==> src/rtl/elevator_ctrl_n.sv <==
`default_nettype none
// ============================================================================
// Module      : elevator_ctrl_n
// Description : N-floor elevator controller. Latches per-floor call pulses,
//               serves them with a SCAN (collective) policy, times travel
//               between floors and door dwell, drives engine code and door.
// Revision    : 1.0 - initial release
// ============================================================================
module elevator_ctrl_n #(
  parameter int FLOORS     = 4,
  parameter int FW         = 2,
  parameter int TRAVEL_CYC = 8,
  parameter int DOOR_CYC   = 4
) (
  input  logic              clk,
  input  logic              rst,
  input  logic [FLOORS-1:0] call_req,
  input  logic              door_closed,
  output logic [FW-1:0]     floor,
  output logic [1:0]        engine,
  output logic              door_open_cmd,
  output logic [FLOORS-1:0] pending,
  output logic              dir_up
);

  localparam int TW = (TRAVEL_CYC > 1) ? $clog2(TRAVEL_CYC) : 1;
  localparam int DW = (DOOR_CYC > 1) ? $clog2(DOOR_CYC) : 1;
  localparam logic [TW-1:0] c_TRAVEL_LOAD = TW'(TRAVEL_CYC - 1);
  localparam logic [DW-1:0] c_DOOR_LOAD   = DW'(DOOR_CYC - 1);
  localparam logic [FW-1:0] c_TOP         = FW'(FLOORS - 1);
  localparam logic [1:0]    c_ENG_STOP    = 2'b00;
  localparam logic [1:0]    c_ENG_UP      = 2'b01;
  localparam logic [1:0]    c_ENG_DOWN    = 2'b10;

  typedef enum logic [2:0] {
    S_IDLE       = 3'd0,
    S_MOVE_UP    = 3'd1,
    S_MOVE_DOWN  = 3'd2,
    S_DOOR_OPEN  = 3'd3,
    S_DOOR_CLOSE = 3'd4
  } state_t;

  state_t            r_state, w_state_nx, w_dec_state;
  logic [FW-1:0]     r_floor, w_floor_nx, w_floor_up, w_floor_dn;
  logic              r_dir_up, w_dir_up_nx, w_dec_dir;
  logic [FLOORS-1:0] r_pending, w_clear, w_call_mask;
  logic [TW-1:0]     r_travel_cnt, w_travel_nx;
  logic [DW-1:0]     r_door_cnt, w_door_nx;
  logic [FLOORS-1:0] w_here_oh, w_up_oh, w_dn_oh;
  logic              w_here, w_above, w_below, w_beyond_up, w_beyond_dn;
  logic              w_take;

  // Floor-relative views of the latched calls (current, next-up, next-down).
  always_comb begin
    w_floor_up  = r_floor + FW'(1);
    w_floor_dn  = r_floor - FW'(1);
    w_here_oh   = '0;
    w_up_oh     = '0;
    w_dn_oh     = '0;
    w_above     = 1'b0;
    w_below     = 1'b0;
    w_beyond_up = 1'b0;
    w_beyond_dn = 1'b0;
    for (int i = 0; i < FLOORS; i++) begin
      w_here_oh[i] = (FW'(i) == r_floor);
      w_up_oh[i]   = (FW'(i) == w_floor_up);
      w_dn_oh[i]   = (FW'(i) == w_floor_dn);
      if (r_pending[i]) begin
        if (FW'(i) > r_floor)    w_above     = 1'b1;
        if (FW'(i) < r_floor)    w_below     = 1'b1;
        if (FW'(i) > w_floor_up) w_beyond_up = 1'b1;
        if (FW'(i) < w_floor_dn) w_beyond_dn = 1'b1;
      end
    end
    w_here = |(r_pending & w_here_oh);
  end

  // Stationary decision: serve here first, else keep direction while calls lie ahead, else reverse.
  always_comb begin
    w_dec_state = S_IDLE;
    w_dec_dir   = r_dir_up;
    if (w_here) begin
      w_dec_state = S_DOOR_OPEN;
    end else if (door_closed && (w_above || w_below)) begin
      w_dec_dir   = r_dir_up ? w_above : !w_below;
      w_dec_state = w_dec_dir ? S_MOVE_UP : S_MOVE_DOWN;
    end
  end

  // Next-state, timers, floor and call-clear logic.
  always_comb begin
    w_state_nx  = r_state;
    w_floor_nx  = r_floor;
    w_dir_up_nx = r_dir_up;
    w_travel_nx = r_travel_cnt;
    w_door_nx   = r_door_cnt;
    w_clear     = '0;
    w_call_mask = '1;
    w_take      = 1'b0;
    case (r_state)
      S_IDLE:       w_take = 1'b1;
      S_DOOR_CLOSE: w_take = w_here || door_closed;
      S_MOVE_UP: begin
        // Losing the door interlock (or sitting at the top) stops motion and drops progress.
        if (!door_closed || r_floor == c_TOP) begin
          w_state_nx  = S_IDLE;
          w_travel_nx = '0;
        end else if (r_travel_cnt == '0) begin
          w_floor_nx  = w_floor_up;
          w_travel_nx = c_TRAVEL_LOAD;
          if (|(r_pending & w_up_oh)) begin
            w_state_nx = S_DOOR_OPEN;
            w_clear    = w_up_oh;
            w_door_nx  = c_DOOR_LOAD;
          end else if (!w_beyond_up) begin
            w_state_nx = S_IDLE;
          end
        end else begin
          w_travel_nx = r_travel_cnt - TW'(1);
        end
      end
      S_MOVE_DOWN: begin
        if (!door_closed || r_floor == '0) begin
          w_state_nx  = S_IDLE;
          w_travel_nx = '0;
        end else if (r_travel_cnt == '0) begin
          w_floor_nx  = w_floor_dn;
          w_travel_nx = c_TRAVEL_LOAD;
          if (|(r_pending & w_dn_oh)) begin
            w_state_nx = S_DOOR_OPEN;
            w_clear    = w_dn_oh;
            w_door_nx  = c_DOOR_LOAD;
          end else if (!w_beyond_dn) begin
            w_state_nx = S_IDLE;
          end
        end else begin
          w_travel_nx = r_travel_cnt - TW'(1);
        end
      end
      S_DOOR_OPEN: begin
        // A repeat call for this floor holds the door instead of being latched.
        w_call_mask = ~w_here_oh;
        if (|(call_req & w_here_oh)) begin
          w_door_nx = c_DOOR_LOAD;
        end else if (r_door_cnt == '0) begin
          w_state_nx = S_DOOR_CLOSE;
        end else begin
          w_door_nx = r_door_cnt - DW'(1);
        end
      end
      default: w_state_nx = S_IDLE;
    endcase
    if (w_take) begin
      w_state_nx  = w_dec_state;
      w_dir_up_nx = w_dec_dir;
      case (w_dec_state)
        S_DOOR_OPEN: begin
          w_clear   = w_here_oh;
          w_door_nx = c_DOOR_LOAD;
        end
        S_MOVE_UP, S_MOVE_DOWN: w_travel_nx = c_TRAVEL_LOAD;
        default: ;
      endcase
    end
  end

  // State, position, direction, timers and call latch.
  always_ff @(posedge clk) begin
    if (!rst) begin
      r_state      <= S_IDLE;
      r_floor      <= '0;
      r_dir_up     <= 1'b1;
      r_pending    <= '0;
      r_travel_cnt <= '0;
      r_door_cnt   <= '0;
    end else begin
      r_state      <= w_state_nx;
      r_floor      <= w_floor_nx;
      r_dir_up     <= w_dir_up_nx;
      r_pending    <= (r_pending | (call_req & w_call_mask)) & ~w_clear;
      r_travel_cnt <= w_travel_nx;
      r_door_cnt   <= w_door_nx;
    end
  end

  // Engine code and door command follow the state directly.
  always_comb begin
    engine        = c_ENG_STOP;
    door_open_cmd = (r_state == S_DOOR_OPEN);
    if (r_state == S_MOVE_UP)   engine = c_ENG_UP;
    if (r_state == S_MOVE_DOWN) engine = c_ENG_DOWN;
  end

  assign floor   = r_floor;
  assign pending = r_pending;
  assign dir_up  = r_dir_up;

endmodule
`default_nettype wire

==> config.mk <==
export PLATFORM = sky130hd
export DESIGN_NAME = elevator_ctrl_n
export DESIGN_NICKNAME = d
export VERILOG_FILES = /design/src/rtl/elevator_ctrl_n.sv
export SDC_FILE = /design/constraint.sdc
export NUM_CORES = 1
export LEC_CHECK = 0
export BUFFER_PORTS_ARGS = -buffer_cell sky130_fd_sc_hd__buf_2
export CORE_AREA = 2 2 50 71
export CTS_CLUSTER_DIAMETER = 30
export CTS_CLUSTER_SIZE = 25
export DETAILED_ROUTE_END_ITERATION = 6
export DIE_AREA = 0 0 52 73
export PLACE_DENSITY = 0.66
export SKIP_LAST_GASP = 1
export SYNTH_ARGS = -nofsm -noshare
export SYNTH_HDL_FRONTEND = slang
export SYNTH_SLANG_ARGS = --single-unit
==> constraint.sdc <==
create_clock -name clk -period 6.95 [get_ports clk]
set_input_delay 1.0425 -clock clk [delete_from_list [all_inputs] [get_ports clk]]
set_output_delay 1.0425 -clock clk [all_outputs]
set_load 0.02 [all_outputs]
; Word level (Yosys, flattened, before mapping)
; Cells that the tools add are included.
[totals]
wordCells = 170
regBits = 15
output_inout_bits = 10
[classes]
n_mux = 83
order_cmp = 16
n_bitwise = 10
n_reduce_logical = 23
eq_ne = 28
addsub = 4
[ops]
columns = cell, count
row1 = two-way mux 3 bit, 16
row2 = two-way mux 2 bit, 18
row3 = two-way mux 4 bit, 9
row4 = two-way mux 1 bit, 34
row5 = AND 4 bit, 6
row6 = OR reduction 4 bit, 4
row7 = equality test 2 bit (first input constant), 6
row8 = equality test 3 x 2 -> 1 bit (second input constant), 4
row9 = case mux 3 bit (4 select lines), 1
row10 = inequality test 5 bit (second input constant), 2
row11 = greater-than comparator 1 x 2 -> 1 bit (first input constant), 4
row12 = greater-than comparator 2 bit (first input constant), 4
row13 = logical NOT 2 bit, 4
row14 = less-than comparator 1 x 2 -> 1 bit (first input constant), 4
row15 = less-than comparator 2 bit (first input constant), 4
row16 = inequality test 2 bit (second input constant), 4
row17 = inequality test 4 bit (second input constant), 2
row18 = inverter 4 bit, 2
row19 = case mux 4 bit (2 select lines), 1
row20 = AND reduction 7 bit, 1
row21 = equality test 1 x 2 -> 1 bit (first input constant), 3
row22 = equality test 3 x 1 -> 1 bit (second input constant), 2
row23 = logical NOT 3 bit, 2
row24 = case mux 2 bit (3 select lines), 1
row25 = 20 further kinds, 26

; Logic depth before layout (Yosys ltp)
; Gate-level depths: netlist (run 1).
[logic_depth]
word_depth = 19
depth_mapped = 10

; Worst setup path before layout (run 1)
; No wires, ideal clock.
[synth_timing]
kind = reg2reg
start = register r_floor[0], in the netlist floor[0]
end = register r_pending[3], in the netlist pending[3]
path_stages_with_launch = 11
setup_slack_ns = 4.164
arrival_time_ns = 2.690
setup_time_ns = 0.095
synth_period_minus_slack_ns = 2.786
cell_sequence = dfxtp_1 > inv_1 > ha_1 > or3b_2 > a22oi_1 > a21oi_1 > a21o_1 > ha_1 > and3_1 > o21bai_1 > a221oi_1
[synth_between]
elab_chain_cells = 19
elab_cells_between_ends = 72
[synth_lines]
columns = element, line_no
row1 = start: declaration, 44  ; logic [FW-1:0] r_floor, w_floor_nx, w_floor_up, w_floor_dn;
row2 = start signal: assignment, 178  ; r_floor <= w_floor_nx;
row3 = less-than comparator 1 x 2 -> 1 bit, 70  ; if (FW'(i) < r_floor) w_below = 1'b1;
row4 = two-way mux 1 bit, 70
row5 = two-way mux 1 bit, 68  ; if (r_pending[i]) begin
row6 = two-way mux 1 bit, 70
row7 = two-way mux 1 bit, 68
row8 = two-way mux 1 bit, 70
row9 = two-way mux 1 bit, 68
row10 = two-way mux 1 bit, 70
row11 = [3 not listed], --
row12 = two-way mux 2 bit, 86  ; w_dec_state = w_dec_dir ? S_MOVE_UP : S_MOVE_DOWN;
row13 = two-way mux 2 bit, 84  ; end else if (door_closed && (w_above || w_below)) begin
row14 = two-way mux 2 bit, 82  ; if (w_here) begin
row15 = equality test 3 x 2 -> 1 bit, 156  ; case (w_dec_state)
row16 = two-way mux 4 bit, 156
row17 = two-way mux 4 bit, 153  ; if (w_take) begin
row18 = inverter 4 bit, 180  ; r_pending <= (r_pending | (call_req & w_call_mask)) & ~w_clear;
row19 = AND 4 bit (*), 180
row20 = end signal: assignment, 180
row21 = end: declaration, 46  ; logic [FLOORS-1:0] r_pending, w_clear, w_call_mask;
; Every way passes the cells marked *; elsewhere a longest branch is shown, timed or not.
; A chain may end at the register's enable or synchronous reset.

; Final worst setup path (run 1)
[layout_timing]
start = register r_floor[0], in the netlist floor[0]
end = register r_pending[1], in the netlist pending[1]
; The elaborated chain is that of the path after synthesis.

==> results_dict.tcl, run 1 <==
set metrics [dict create \
    status "finished clean" \
    cts-root-buf "clkbuf_8" \
    timing.critical_path.buf_inv 1 \
    fin_tns_setup_ns 0 \
    antenna_left 0 \
    port_buffers 16 \
    crit_cells 9 \
    holdPathStages 2 \
    powerDensity_nw_per_um2 336 \
    hold_violations 0 \
    ys.flop_type "dfxtp_1" \
    syn_nets 176 \
    synth_seq_cells 15 \
    die-height_um 73 \
    cts_tree "done" \
    maxSlewHeadroom_pct 46.9 \
    crit_family "compound AO/OA/AOI/OAI gates" \
    nFillCells 331 \
    slew_viol_final 0 \
    arrival_ns 3.08 \
    dieArea_um2 3800 \
    grt_pass1_vias 1339 \
    io_pins 17 \
    timing.final.crit_share_pct 42.4 \
    finalSetupViolations 0 \
    ys_seq_area_share_pct 24.4 \
    switching_share_pct 46.7 \
    gp_congestion 0.944 \
    grt.total_usage_pct 20.9 \
    initial_core_util_pct 38.3 \
    clock_power_share_pct 15.9 \
    synthArstFlopShare_pct 0 \
    synthCells 158 \
    fmax_ghz 0.339 \
    path_cells "inv_1 -> ha_1 -> or3b_2 -> a22oi_1 -> a21oi_1 -> a21o_1 -> ha_1 -> and3_1 -> a2111oi_0" \
    rsz0062_at_grt "false" \
    synth.distinct_cells 44 \
    post_cts_resized 0 \
    clkSinkCount 15 \
    drt_iter0_markers 72 \
    net-switching-power_w 0.000216 \
    r2r_cells 9 \
    wl_per_cell_um 16.7 \
    overflow 0 \
    critPathCaptureType "flop" \
    fp.coreArea_um2 3220 \
    vias 1286 \
    post_cts_buffers 0 \
    drive_gt1_share_pct 12.8 \
    finalNetCount 191 \
    diodes 0 \
    clk_pin_slew_worst_paths_ns 0.06 \
    grt_max_degree 12 \
    rows 25 \
    hp-class "flop to flop" \
    area_delta_synth_final_pct 11.9 \
    crit_required_ns 7.08 \
    antenna_found_initial 0 \
    cp_common_cell "ha_1" \
    cts_buffer_depth 2 \
    synth-edff-count 0 \
    clk_latency_ns 0.25 \
    p_comb_share_pct 54.0 \
    cts_hold_buf 0 \
    wl_um 3540 \
    drc 0 \
    peakVddDrop_mv 0.147 \
    firstDrtPassIters 4 \
    die_w_um 52 \
    postSynthAreaPerCell_um2 7.80 \
    max_slew.worst_pin.slew_ns 0.796 \
    cpMaxStageDelayCell "or3b_2" \
    cp_max_fo 8 \
    via_per_inst 6.07 \
    grt_pass1_wl_um 6020 \
    hpwlAfterDp_um 2670 \
    p_int_w 0.000247 \
    cts_buffers 3 \
    crit_type "flop to flop" \
    skew_ns 0.00267 \
    pwr-share-seq_pct 30.1 \
    fin_crit_ns 2.95 \
    start_kind "flop" \
    total_leakage_power_nw 0.588 \
    max-cap-violations 0 \
    synthesis.area_um2 1230 \
    slowest_delay_ns 0.47 \
    yosysWarnings 0 \
    power.total_w 0.000464 \
    htreeDepth 1 \
]
==> metrics by stage <==
stage	setup slack (ns)	utilization (%)	instances	hold slack, ns	area, µm²
after floorplan	4.16	-	158	0.456	1230
after global placement	4.18	41.4	208	0.469	1330
after detailed placement	4.06	41.4	208	0.495	1330
after CTS	4.01	42.8	212	0.504	1380
after global routing	3.75	42.8	212	0.562	1380
final	4.00	42.8	212	0.504	1380
==> power by group through the flow <==
stage	Sequential (W)	Clock (W)	Combinational, W
floorplan	0.000134	0	0.000191
global placement	0.000138	0	0.000239
detailed placement	0.000140	0	0.000247
CTS	0.000139	0.0000752	0.000248
global route	0.000142	0.0000777	0.000282
finish	0.000140	0.0000739	0.000250
==> registers in the layout, indices dropped and copies added, names as in the netlist <==
register      cells
r_travel_cnt      3
pending           4
dir_up            1
r_state           3
floor             2
r_door_cnt        2
==> placed cells by master (no fill, tap or decap), drive strengths merged, types with 4 or more instances in the layout <==
master / Yosys / layout
nand2b: 4 / 4
inv: 10 / 10
a22oi: 9 / 9
nor2: 9 / 9
buf: 3 / 16
nand3: 6 / 6
nor2b: 7 / 7
a31oi: 4 / 4
ha: 11 / 11
nand2: 12 / 12
o21ai: 7 / 7
dfxtp: 15 / 15
clkbuf: 3 / 4
a221oi: 4 / 4
a21oi: 11 / 11
a211oi: 4 / 4
==> per-layer routing <==
layer	track usage [%]	wire length, µm
met2	36.3	1860
met4	13.2	136
met1	23.3	1390
met5	0	0
met3	3.07	157
==> synth_stat cells, types with 2 or more instances <==
cell        n  area [µm²]
a2111oi_0   2        17.5
a211oi_1    4        30.0
a21boi_0    2        15.0
a21o_1      2        15.0
a21oi_1    11        55.1
a221oi_1    4        35.0
a22oi_1     9        67.6
a31oi_1     4        25.0
and2_1      2        12.5
and3_1      2        12.5
buf_2       2        10.0
clkbuf_1    3        11.3
dfxtp_1    15         300
ha_1       11         138
inv_1      10        37.5
nand2_1    12        45.0
nand2b_1    4        25.0
nand3_1     6        30.0
nor2_1      9        33.8
nor2b_1     7        43.8
nor3_1      3        15.0
o211ai_1    2        15.0
o21ai_0     7        35.0
o22ai_1     2        12.5
o31a_1      2        17.5
or3b_2      2        17.5
xnor2_1     2        17.5
==> cell families after synthesis <==
family / share of synthesized area, %
AO/OA/AOI/OAI: 32.1
XOR/XNOR: 2.13
adder cells (fa/ha/maj): 11.2
buffers and inverters: 5.38
flip-flops: 24.4
AND/OR/NAND/NOR: 24.9
==> worst min-delay path, cell delays in order, from the launching register on <==
cell and delay, ns:
dfxtp_1 0.33, inv_1 0.06, a31oi_1 0.06
==> worst paths after layout <==
| path | from | endpoint | slack [ns] |
|---|---|---|---|
| worst min-delay path | r_door_cnt[0] | r_door_cnt[0] | 0.50 |
| worst max register to register | floor[0] | pending[1] | 4.00 |
| worst min register to register | r_door_cnt[0] | r_door_cnt[0] | 0.50 |
| worst max-delay path | floor[0] | pending[1] | 4.00 |
==> cell type report <==
cell class                      instances  area, µm²  share of cell area, %
Tap cell                               40       50.0                   3.63
Inverter                               10       37.5                   2.72
Multi-Input combinational cell        127        866                   62.8
Sequential cell                        15        300                   21.8
Timing Repair Buffer                   16       80.1                   5.81
Clock buffer                            4       45.0                   3.27
(Power assumes the default switching activity.)
==> run 2, diff against run 1 <==
==> constraint.sdc (replaced) <==
create_clock -name clk -period 2.8 [get_ports clk]
set_input_delay 0.42 -clock clk [delete_from_list [all_inputs] [get_ports clk]]
set_output_delay 0.42 -clock clk [all_outputs]
set_load 0.02 [all_outputs]
==> run 2 against run 1 <==
- die area stayed put
- sequential share of layout area is 0.67 points lower
- worst hold slack lost 0.086 ns
- sequential power increased by 140%
- combinational power grew to 2.6 times the previous value
- routed wire length up 2.0%
- total power rose to 2.5 times the previous value
- critical path type unchanged
==> results_dict.tcl, run 2 (synthesis gave the netlist of run 1 again) <==
set metrics [dict create \
    diodes 0 \
    finalNetCount 196 \
    placedCellCount 213 \
    clk_latency_ns 0.26 \
    wl_per_cell_um 16.7 \
    peakVddDrop_mv 0.438 \
    powerDensity_nw_per_um2 823 \
    cp_max_fo 6 \
    area_delta_synth_final_pct 15.4 \
    max-cap-violations 0 \
    final_common_cell "buf_2" \
    htreeDepth 1 \
    rsz0062_at_grt "false" \
    drt_iter0_markers 80 \
    initial_core_util_pct 38.3 \
    port_buffers 16 \
    fmax_ghz 0.390 \
    cts_tree "done" \
    crit_required_ns 2.94 \
    critPathCaptureType "flop" \
    firstDrtPassIters 4 \
    finalNonFillerCells 217 \
    hp-class "input port to flop" \
    die-height_um 73 \
    max_slew.worst_pin.slew_ns 0.454 \
    timing.final.crit_share_pct 91.7 \
    path_cells "inv_1 -> ha_1 -> or3b_2 -> a22oi_1 -> a21oi_1 -> a21o_1 -> ha_1 -> and3_1 -> a2111oi_0" \
    top_usage_layer "met2" \
    drc 0 \
    maxSlewHeadroom_pct 68.9 \
    fin_tns_setup_ns 0 \
    met2_usage_pct 35.4 \
    gp_congestion 0.942 \
    vias 1321 \
    nFillCells 334 \
    total_leakage_power_nw 0.615 \
    use_met1_pct 24.0 \
    grt_pass1_wl_um 5800 \
    cts-root-buf "clkbuf_8" \
    crit_type "flop to flop" \
    antenna_left 0 \
    grt_max_degree 11 \
    post_cts_buffers 0 \
    grt.total_usage_pct 20.6 \
    wl_um 3620 \
    drive_gt1_share_pct 16.4 \
    hpwlAfterDp_um 2700 \
    slew_viol_final 0 \
    die_w_um 52 \
    io_pins 17 \
    slowest_delay_ns 0.44 \
    cpMaxStageDelayCell "or3b_2" \
    multi_input_area_um2 871 \
    via_per_inst 6.09 \
    largest_reg_flops 4 \
    hold_violations 0 \
    cts_buffers 3 \
    cts_hold_buf 0 \
    start_kind "flop" \
    rows 25 \
    cts_buffer_depth 2 \
    overflow 0 \
    cp_common_cell "ha_1" \
    dieArea_um2 3800 \
    arrival_ns 2.71 \
    clk_pin_slew_worst_paths_ns 0.07 \
    clkSinkCount 15 \
    mostFrequentLayoutCells "buf_2, dfxtp_1, nand2_1" \
    status "finished clean" \
    skew_ns 0.00697 \
    grt_pass1_vias 1232 \
    regArea_um2 300 \
    fp.coreArea_um2 3220 \
    finalSetupViolations 0 \
    fin_crit_ns 2.57 \
    antenna_found_initial 0 \
    met3_usage_pct 2.05 \
]
run 2: through the flow:
stage               total power, W  hold slack (ns)  utilization (%)  worst slack, ns  area [µm²]
global placement          0.000959            0.469             42.6            0.328        1370
CTS                        0.00116            0.429             44.0            0.237        1420
detailed placement        0.000974            0.480             42.6            0.255        1370
floorplan                 0.000806            0.456                -           0.0143        1230
global route               0.00126            0.451             44.2           0.0491        1420
finish                     0.00117            0.418             44.2            0.233        1420
run 2: worst paths after layout:
check / from / end / slack, ns / cells past startpoint
max: floor[0] / pending[1] / 0.23 / 9
min: rst / dir_up / 0.42 / 2
max reg2reg: floor[0] / pending[1] / 0.23 / 9
min reg2reg: r_door_cnt[0] / r_door_cnt[0] / 0.49 / 2
run 2: worst max-delay path: cells and delay by family, from the launching register on:
family / cells / cell delay (ns)
buf+inv: 1 / 0.14
flops: 1 / 0.41
compound gates: 4 / 0.88
fa+ha+maj: 2 / 0.39
simple gates: 2 / 0.63
run 2: timing repair:
action | CTS | global route
setup endpoints to repair | 0 | 1
endpoints found under the hold margin | 0 | 0
resized for setup | 0 | 1
run 2: cell type report:
| type | instances | area share, % |
|---|---|---|
| multi-input cells | 127 | 61.2 |
| flip-flops and latches | 15 | 21.1 |
| repair buffers | 21 | 8.27 |
| well taps | 40 | 3.52 |
| clock buffers | 3 | 2.90 |
| inverters | 10 | 2.64 |
| clock inverters | 1 | 0.352 |
run 2: report_power, final:
group          total [W]  switching [W]  internal (W)
logic           0.000645       0.000388      0.000258
clock network   0.000185      0.0000857     0.0000989
registers       0.000341      0.0000697      0.000271
total            0.00117       0.000543      0.000628
run 2: routing by layer:
layer  vias to the layer above  part of all wire (%)
met5                         -                     0
met4                         0                   5.3
met3                        19                   4.7
met2                        58                    51
met1                       613                    39
li1                        631                     -
==> run 3, diff against run 2 <==
--- a/config.mk
+++ b/config.mk
@@ -11,7 +11,7 @@
 export CTS_CLUSTER_SIZE = 25
 export DETAILED_ROUTE_END_ITERATION = 6
 export DIE_AREA = 0 0 52 73
-export PLACE_DENSITY = 0.66
+export PLACE_DENSITY = 0.57
 export SKIP_LAST_GASP = 1
 export SYNTH_ARGS = -nofsm -noshare
 export SYNTH_HDL_FRONTEND = slang
==> run 3 against run 2 <==
- critical path type unchanged
- worst setup slack got worse by 0.070 ns
- non-clock buffer count did not move
- global-route usage fell by 0.58 points
- critical endpoint is now pending[3]
==> results_dict.tcl, run 3 (synthesis gave the netlist of run 1 again) <==
set metrics [dict create \
    crit_required_ns 2.96 \
    wl_um 3490 \
    placedCellCount 213 \
    clkSinkCount 15 \
    slew_viol_final 0 \
    grt_max_degree 11 \
    largest_reg_flops 4 \
    finalSetupViolations 0 \
    reg2reg_slack_ns 0.16 \
    drt_iter0_markers 40 \
    fin_crit_ns 2.64 \
    vias 1280 \
    worst_slack_ns 0.164 \
    cp_max_fo 6 \
    crit_path_end "pending[3]" \
    dieArea_um2 3800 \
    switching_share_pct 46.6 \
    nFillCells 354 \
    area_delta_synth_final_pct 15.9 \
    place_ws_ns 0.152 \
    arrival_ns 2.79 \
    cts_buffers 3 \
    initial_core_util_pct 38.3 \
    critPathLaunch "floor[0]" \
    hpwlAfterDp_um 2690 \
    gp_congestion 0.899 \
    antenna_left 0 \
    clock_power_share_pct 15.8 \
    cts-root-buf "clkbuf_8" \
    rows 25 \
    die_w_um 52 \
    critPathCaptureType "flop" \
    hp-class "input port to flop" \
    hp-start "rst" \
    powerDensity_nw_per_um2 823 \
    p_int_w 0.000628 \
    r2r_end "pending[3]" \
    mostFrequentLayoutCells "buf_2, dfxtp_1, nand2_1" \
    grt_pass1_wl_um 5670 \
    wl_per_cell_um 16.1 \
    overflow 0 \
    via_per_inst 5.90 \
    clk_pin_slew_worst_paths_ns 0.07 \
    hold_violations 0 \
    firstDrtPassIters 4 \
    skew_ns 0.00321 \
    grt_pass1_vias 1186 \
    net-switching-power_w 0.000548 \
    cts_buffer_depth 2 \
    rsz0062_at_grt "false" \
    final_common_cell "buf_2" \
    status "finished clean" \
    htreeDepth 1 \
    fp.coreArea_um2 3220 \
    clk_latency_ns 0.26 \
    max_slew.worst_pin.slew_ns 0.586 \
    antenna_found_initial 0 \
    total_leakage_power_nw 0.616 \
    fmax_ghz 0.379 \
    cts_tree "done" \
    timing.final.crit_share_pct 94.2 \
    fin_tns_setup_ns 0 \
    port_buffers 16 \
    die-height_um 73 \
    r2r_cells 10 \
    start_kind "flop" \
    diodes 0 \
    io_pins 17 \
    pwr-share-seq_pct 29.0 \
    r2r-start "floor[0]" \
    max-cap-violations 0 \
    maxSlewHeadroom_pct 59.9 \
    crit_type "flop to flop" \
    grt.total_usage_pct 20.0 \
    drc 0 \
    finalNetCount 196 \
    p_comb_share_pct 55.1 \
    peakVddDrop_mv 0.358 \
    finalNonFillerCells 217 \
    drive_gt1_share_pct 16.9 \
]
-- run 3: cell types whose count changed in the layout (fill, tap and decap cells not counted) --
| cell | before | now |
|---|---|---|
| a2111oi_0 | 2 | 1 |
| a2111oi_2 | 0 | 1 |
-- run 3: how the worst min path moves through the flow --
| stage | cells after the start | endpoint | slack [ns] |
|---|---|---|---|
| 5_1_grt | 2 | dir_up | 0.45 |
| 4_1_cts | 2 | dir_up | 0.44 |
| 6_report | 2 | dir_up | 0.44 |
| 2_1_floorplan | 2 | r_door_cnt[0] | 0.46 |
| 3_3_place_gp | 2 | r_door_cnt[0] | 0.47 |
| 3_5_place_dp | 2 | r_door_cnt[0] | 0.49 |
-- run 3: final cells by class --
cell class	count	area, µm²	share of cell area (%)
multi-input combinational	127	877	61.4
sequential	15	300	21.0
clock inverter	1	5.00	0.350
inverter	10	37.5	2.63
clock buffer	3	41.3	2.89
timing repair buffer	21	118	8.23
tap	40	50.0	3.50
-- run 3: critical path: stages, from the launching register on --
cell and delay, ns:
dfxtp_1 0.42, inv_1 0.16, ha_1 0.25, or3b_2 0.45
a22oi_2 0.16, a21oi_1 0.10, a21o_1 0.19, ha_1 0.16
and3_1 0.21, o21bai_1 0.19, a221oi_1 0.25
-- run 3: per-layer routing --
metal  up-vias  wire length (µm)  global-route usage, %
met5         -                 0                      0
met4         0                69                   7.60
met3         7               112                   2.46
met2        26              1860                   36.7
met1       617              1450                   22.8
li1        630                 -                      -
-- run 3: power by group through the flow --
stage / sequential [W] / combinational, W / clock, W
floorplan: 0.000332 / 0.000474 / 0
global placement: 0.000339 / 0.000627 / 0
detailed placement: 0.000344 / 0.000639 / 0
CTS: 0.000340 / 0.000640 / 0.000189
global route: 0.000350 / 0.000730 / 0.000204
finish: 0.000342 / 0.000649 / 0.000186
-- run 3: repair_timing --
item	CTS	global route
setup endpoints to repair	0	3
gates resized for setup	0	3
setup buffers	0	0
hold buffers	0	0
-- run 3: through the flow --
stage	hold slack [ns]	power, W	utilization (%)	instance area [µm²]
after global routing	0.448	0.00128	44.3	1430
after CTS	0.439	0.00117	44.0	1420
after floorplan	0.456	0.000806	-	1230
final	0.440	0.00118	44.3	1430
after detailed placement	0.494	0.000983	42.6	1370
after global placement	0.473	0.000966	42.6	1370
